==> config.mk <==
export PLATFORM = sky130hd
export DESIGN_NAME = fifo_sync_ptr_gray
export DESIGN_NICKNAME = d
export VERILOG_FILES = /design/src/rtl/fifo_sync_ptr_gray.sv
export SDC_FILE = /design/constraint.sdc
export NUM_CORES = 1
export LEC_CHECK = 0
export CAP_MARGIN = 20
export CORE_ASPECT_RATIO = 1.5
export CORE_MARGIN = 3
export CORE_UTILIZATION = 40
export CTS_CLUSTER_SIZE = 12
export DETAILED_ROUTE_END_ITERATION = 10
export PLACE_DENSITY = 0.67
export SETUP_SLACK_MARGIN = 0.02
export SYNTH_ARGS = -nofsm -noshare
export SYNTH_HDL_FRONTEND = slang
export SYNTH_SLANG_ARGS = --single-unit
==> constraint.sdc <==
create_clock -name wclk -period 1.85 [get_ports wclk]
set_input_delay 0.37 -clock wclk [delete_from_list [all_inputs] [get_ports wclk]]
set_output_delay 0.37 -clock wclk [all_outputs]
set_load 0.01 [all_outputs]
==> src/rtl/fifo_sync_ptr_gray.sv <==
// Multi-channel Gray pointer synchronizer into the write clock domain, with
// registered binary decode, update strobe and illegal-step (multi-bit) checking.
module fifo_sync_ptr_gray #(
    parameter int ADDRSIZE = 4,
    parameter int STAGES   = 2,
    parameter int NUM_CH   = 1,
    parameter int ERRW     = 8
) (
    input  logic                             wclk,
    input  logic                             wrst_n,
    input  logic [NUM_CH*(ADDRSIZE+1)-1:0]   rptr,
    input  logic [NUM_CH-1:0]                err_clr,
    output logic [NUM_CH*(ADDRSIZE+1)-1:0]   wq_rptr,
    output logic [NUM_CH*(ADDRSIZE+1)-1:0]   wq_rbin,
    output logic [NUM_CH-1:0]                rptr_upd,
    output logic [NUM_CH-1:0]                gray_err,
    output logic [NUM_CH*ERRW-1:0]           err_cnt
);

    localparam int PW = ADDRSIZE + 1;

    if (STAGES < 2 || STAGES > 4) begin : g_bad_stages
        $error("fifo_sync_ptr_gray: STAGES must be in 2..4");
    end
    if (NUM_CH < 1 || NUM_CH > 8) begin : g_bad_num_ch
        $error("fifo_sync_ptr_gray: NUM_CH must be in 1..8");
    end

    // Tracks how far post-reset data has travelled down the chain. The first
    // real value reaching the last stage replaces the reset zero, which is not
    // a Gray step, so error checking is held off until the chain is filled.
    logic [STAGES-1:0] vld;
    logic              arm;

    always_ff @(posedge wclk) begin
        if (!wrst_n) begin
            vld <= '0;
        end else begin
            vld <= {vld[STAGES-2:0], 1'b1};
        end
    end

    assign arm = vld[STAGES-1];

    for (genvar c = 0; c < NUM_CH; c++) begin : g_ch
        logic [PW-1:0]   stage [STAGES];
        logic [PW-1:0]   d;
        logic [PW-1:0]   d_m1;
        logic [PW-1:0]   bin;
        logic [PW-1:0]   rbin_q;
        logic            chg_q;
        logic            err_q;
        logic            upd_q;
        logic            gerr_q;
        logic [ERRW-1:0] cnt_q;

        assign d    = stage[STAGES-1] ^ stage[STAGES-2];
        assign d_m1 = d - PW'(1);

        always_comb begin
            bin = '0;
            for (int unsigned i = 0; i < PW; i++) begin
                bin[i] = ^(stage[STAGES-1] >> i);
            end
        end

        // chg_q/err_q hold the detection one cycle so the strobe and error
        // flags land in the same cycle as the registered binary decode.
        always_ff @(posedge wclk) begin
            if (!wrst_n) begin
                for (int unsigned i = 0; i < STAGES; i++) begin
                    stage[i] <= '0;
                end
                chg_q  <= 1'b0;
                err_q  <= 1'b0;
                upd_q  <= 1'b0;
                rbin_q <= '0;
                gerr_q <= 1'b0;
                cnt_q  <= '0;
            end else begin
                stage[0] <= rptr[c*PW +: PW];
                for (int unsigned i = 1; i < STAGES; i++) begin
                    stage[i] <= stage[i-1];
                end
                chg_q  <= (d != '0);
                err_q  <= arm && ((d & d_m1) != '0);
                upd_q  <= chg_q;
                rbin_q <= bin;
                if (err_q) begin
                    gerr_q <= 1'b1;
                    if (err_clr[c]) begin
                        cnt_q <= ERRW'(1);
                    end else if (cnt_q != '1) begin
                        cnt_q <= cnt_q + ERRW'(1);
                    end
                end else if (err_clr[c]) begin
                    gerr_q <= 1'b0;
                    cnt_q  <= '0;
                end
            end
        end

        assign wq_rptr[c*PW +: PW]     = stage[STAGES-1];
        assign wq_rbin[c*PW +: PW]     = rbin_q;
        assign rptr_upd[c]             = upd_q;
        assign gray_err[c]             = gerr_q;
        assign err_cnt[c*ERRW +: ERRW] = cnt_q;
    end

endmodule

### Word level (Yosys, flattened, before mapping)

Memory sizes are Yosys's and may differ from the RTL's.
Index checks and enable logic that the tools add are counted.

* flip-flop bits (word level): 19
* bits in writable memories: 10
* input port bits: 8
* memories kept: 1

* add/subtract/negate cells: 2
* eq/ne operators: 1
* muxes and demuxes: 11
* bitwise operators: 4
* reductions and logical operators: 11

Memories
* g_ch[0].stage: words 2, bits a word 5, read ports 2, clocked after memory_dff 0, wr ports 2, RTL line 46 `logic [PW-1:0] stage [STAGES];`

Operators by type and width (count)
* $mux W8: 4
* $reduce_xor A5 Y1: 5
* $mux W5: 2
* $reduce_bool A5 Y1: 2
* $add A8 B1 Y8 const B: 1
* $ne A8 B8 Y1 const B: 1
* $and A5 B5 Y5: 1
* $mux W1: 5
* $sub A5 B1 Y5 const B: 1
* $xor A5 B5 Y5: 1
* $reduce_bool A2 Y1: 2
* $or A1 B1 Y1: 2
* $reduce_and A2 Y1: 1
* $logic_and A1 B1 Y1: 1

### Longest topological paths before layout

An unclocked memory read counts as a cell.

* depth in word-level cells: 6
* gate-level depth with buffers: 5
* depth with buffers taken out: 5

### Worst setup path after synthesis

No wires, ideal clock.

* path kind: reg-to-reg
* start: reg g_ch[0].cnt_q[0], in the netlist err_cnt[0]
* end: reg g_ch[0].cnt_q[0], in the netlist err_cnt[0]
* setup time: 122 ps
* data arrival time: 1322 ps
* data required time: 1728 ps
* slack: 406 ps
* stages on the path, launching flop included: 6
* path buffers: 0
* period minus slack after synthesis: 1444 ps
* cell sequence: dfxtp_1 > ha_1 > nand4_1 > or2_2 > a21oi_1 > o22ai_1

* longest elaborated chain between the ends: 4
* elaborated cells between the ends (all ways): 7

Ends and longest elaborated chain
* start, declared: RTL line 55 `logic [ERRW-1:0] cnt_q;`
* start signal, assigned: RTL line 94 `cnt_q <= cnt_q + ERRW'(1);`
* $add A8 B1 Y8: RTL line 94
* $mux W8: RTL line 93 `end else if (cnt_q != '1) begin`
* $mux W8: RTL line 91 `if (err_clr[c]) begin`
* $mux W8: RTL line 89 `if (err_q) begin`

Parallel ways exist; a longest one is shown, timed or not. The select of a mux whose other input is x is not followed.
A chain may end at the register's enable or synchronous reset.

### Final worst setup path

* start: reg g_ch[0].cnt_q[3], in the netlist err_cnt[3]
* end: out err_cnt[3]

RTL lines
* end, declared: RTL line 17 `output logic [NUM_CH*ERRW-1:0] err_cnt`

No word-level cell between the ends.

==> flow_metrics.tcl <==
set metrics [dict create \
    num_io_pins 28 \
    finClkSkew_ns 0.007015 \
    design.die.area_um2 3480 \
    path_clk_slew_ns 0.09 \
    cts_hold_buf 0 \
    wire_length_of_the_first_global_routing_pass_mm 3.581 \
    clock_tree_from_tritoncts "yes" \
    setup.worst_path.start "err_cnt[3]$_SDFFE_PN0P_" \
    report.final.setup_viol 0 \
    critPathLaunchType "flop" \
    max_cap_violations 0 \
    drc_errors 0 \
    h-tree-depth 2 \
    chipWidth_um 49.18 \
    clock_path_buffers 2 \
    critical_path.max_stage_delay_ns 0.58 \
    detailed_route_vias_per_instance 4.926 \
    rsz0062_at_grt "no" \
    number_of_vias_in_the_routed_layout 862 \
    fillerInstances 251 \
    worst_path_top_cell_family_by_delay "buffers and inverters" \
    max_freq_mhz 583.6 \
    mostFrequentLayoutCells "29 x sky130_fd_sc_hd__dfxtp_1, 27 x sky130_fd_sc_hd__clkdlybuf4s50_1, 14 x sky130_fd_sc_hd__and2_1, 8 x sky130_fd_sc_hd__nand2_1, 8 x sky130_fd_sc_hd__xor2_1" \
    syn_to_final_growth_pct 29.75 \
    numCtsBuffers 5 \
    root_buffer "sky130_fd_sc_hd__clkbuf_4" \
    maxSlewViolCount 0 \
    regToRegStartpoint "err_cnt[0]$_SDFFE_PN0P_" \
    rr_worst_depth 5 \
    slowest_stage "sky130_fd_sc_hd__clkdlybuf4s50_1" \
    hold_class "reg -> reg" \
    holdWs_ns 0.4146 \
    first_pass_iters 4 \
    topRoutingLayerUsed "met4" \
    unique_masters_post_synth 33 \
    power.density_cell_area_nw_per_um2 794.1 \
    synth.yosys.warnings 0 \
    leakage_uw 0.0005755 \
    mappedNetlistArea_um2 1119 \
    cts-resized-gates 0 \
    ir_worst_vdd_v 0.0005510 \
    mostFrequentLayoutCell "sky130_fd_sc_hd__dfxtp_1" \
    route.detailed.wl_per_inst_um 11.77 \
    data_arrival_critical_path_ns 1.34 \
    netSwitchingFraction 0.2179 \
    grt_max_degree 19 \
    grt_antenna_before_repair 0 \
    dp_hpwl_mm 1.566 \
    coreArea_um2 2560 \
    design.final.nets 148 \
    hp-start "vld[1]$_SDFF_PN0_" \
    overflow 0 \
    timing.critical_path.fanout_max 8 \
    netSwitchingPower_uw 251.2 \
    wl_met2_mm 1.136 \
    wl_mm 2.060 \
    timing.critical_path.to_type "output pin" \
    power.clock.fraction 0.317 \
    placement.io_buffers 27 \
    timing.final.crit_period_ns 1.713 \
    outcome "complete, no violations" \
    final.period_utilization 0.9261 \
    worst_setup_path_class "reg -> out" \
    holdPathStages 2 \
    timing.critical_path.required_ns 1.48 \
    drt_iter0_drc 12 \
    wl_met1_um 761 \
    regToRegSetupSlack_ns 0.28 \
    setup_total_negative_slack_ns 0 \
    synth_cells 111 \
    r2r_endpoint "err_cnt[0]$_SDFFE_PN0P_" \
    clk_latency_ns 0.31 \
    post_synth.cell_area_avg_um2 10.08 \
    first_global_vias 879 \
    cp_num_cells 1 \
    post_cts.repair.setup_buffers 0 \
    fp_rows 22 \
    worst_pin_slew_ns 0.3493 \
    seq_power_share 0.578 \
    end_point_of_the_most_critical_hold_path "g_ch[0].err_q$_SDFF_PN0_" \
    die_h_um 70.77 \
    place_congestion 0.7023 \
    worst_slew_margin_rel 0.7664 \
    internal-power_uw 901.4 \
    met3_wirelength_um 111 \
    cts.sinks 29 \
    report.final.hold_viol_count 0 \
    combPwrFrac 0.105 \
    critical_path_cell_sequence "clkdlybuf4s50_1" \
    synth_nets 120 \
    synth.ff_latch_count 29 \
    effective_utilization_at_floorplan 0.4370 \
    path_buf_inv 1 \
    fraction_of_layout_instances_using_a_drive_strength_above_1 0.07914 \
    antenna_violating_nets_post_route 0 \
    antenna_cells 0 \
    synth_seq_area_share 0.5190 \
    overall_global_routing_resource_usage 0.1363 \
]
## layout make-up
type / instances / area, µm² / share of cell area
multi-input combinational: 73 / 485.5 / 0.3345
inverter: 2 / 7.507 / 0.005172
tap: 36 / 45.04 / 0.03103
sequential: 29 / 580.6 / 0.4000
timing repair buffer: 28 / 277.8 / 0.1914
clock buffer: 7 / 55.05 / 0.03793
## worst max path at each step
stage	to	slack [ns]
global route	err_cnt[3]	0.06
finish	err_cnt[3]	0.14
global placement	err_cnt[0]$_SDFFE_PN0P_	0.32
floorplan	err_cnt[0]$_SDFFE_PN0P_	0.41
CTS	err_cnt[3]	0.11
detailed placement	err_cnt[0]$_SDFFE_PN0P_	0.30
## layer usage
layer | vias up | track usage
li1 | 430 | -
met1 | 395 | 0.1139
met2 | 30 | 0.2448
met3 | 7 | 0.06737
met4 | 0 | 0.09177
met5 | - | 0
## worst min-delay path: stages (launching register included)
cell and delay (ns):
sky130_fd_sc_hd__dfxtp_1 0.31, sky130_fd_sc_hd__nand2_1 0.05, sky130_fd_sc_hd__a31oi_1 0.03
## cell usage after synthesis (all sizes together)
| cell | instances | area (µm²) |
|---|---|---|
| a21oi | 5 | 25.02 |
| o211ai | 3 | 22.52 |
| nand2 | 8 | 30.03 |
| o31a | 1 | 8.760 |
| buf | 5 | 37.54 |
| a311oi | 1 | 8.760 |
| a31oi | 2 | 12.51 |
| and3 | 2 | 12.51 |
| nor2 | 4 | 15.01 |
| and4 | 1 | 8.760 |
| and2 | 16 | 102.6 |
| xnor3 | 1 | 22.52 |
| nor3 | 1 | 5.000 |
| dfxtp | 29 | 580.6 |
| mux2i | 1 | 10.01 |
| nand3 | 2 | 10.01 |
| o32ai | 1 | 8.760 |
| o21ai | 3 | 15.01 |
| and3b | 1 | 8.760 |
| o22ai | 1 | 6.260 |
| a22oi | 1 | 7.510 |
| xor2 | 8 | 70.07 |
| nor2b | 2 | 12.51 |
| ha | 1 | 12.51 |
| o21a | 1 | 7.510 |
| or3 | 1 | 6.260 |
| or2 | 1 | 6.260 |
| and2b | 1 | 8.760 |
| clkbuf | 2 | 7.510 |
| inv | 2 | 7.510 |
| xnor2 | 1 | 8.760 |
| nand4 | 2 | 12.51 |
## logic make-up after synthesis
kind of cell	share of synthesized area
buffers and inverters	0.04699
multiplexers	0.008949
flip-flops	0.5190
AO/OA/AOI/OAI	0.1096
XOR/XNOR	0.09061
adder cells (fa/ha/maj)	0.01118
AND/OR/NAND/NOR	0.2136
## metrics by stage
step / worst slack, ns / instances / instance area (µm²) / util / power [µW]
floorplan: 0.4056 / 111 / 1119 / - / 747.0
global placement: 0.3206 / 168 / 1396 / 0.5455 / 798.8
detailed placement: 0.2958 / 168 / 1396 / 0.5455 / 802.7
CTS: 0.1091 / 175 / 1451 / 0.5670 / 1176
global route: 0.05740 / 175 / 1451 / 0.5670 / 1220
finish: 0.1366 / 175 / 1451 / 0.5670 / 1153
## power by group through the flow
| stage | Sequential [µW] | Clock (µW) | Combinational, µW |
|---|---|---|---|
| after floorplan | 684 | 0 | 63.2 |
| after global placement | 680 | 0 | 118 |
| after detailed placement | 681 | 0 | 121 |
| after CTS | 667 | 387 | 122 |
| after global routing | 671 | 418 | 131 |
| final | 666 | 366 | 121 |
## sequential cells by signal, summed over array words and instances (netlist names)
register and cells:
rptr_upd 1, wq_rbin 5, g_ch.stage 10, err_cnt 8, vld 2, gray_err 1
g_ch.err_q 1, g_ch.chg_q 1
No activity file was read; power rests on OpenSTA's default activity.
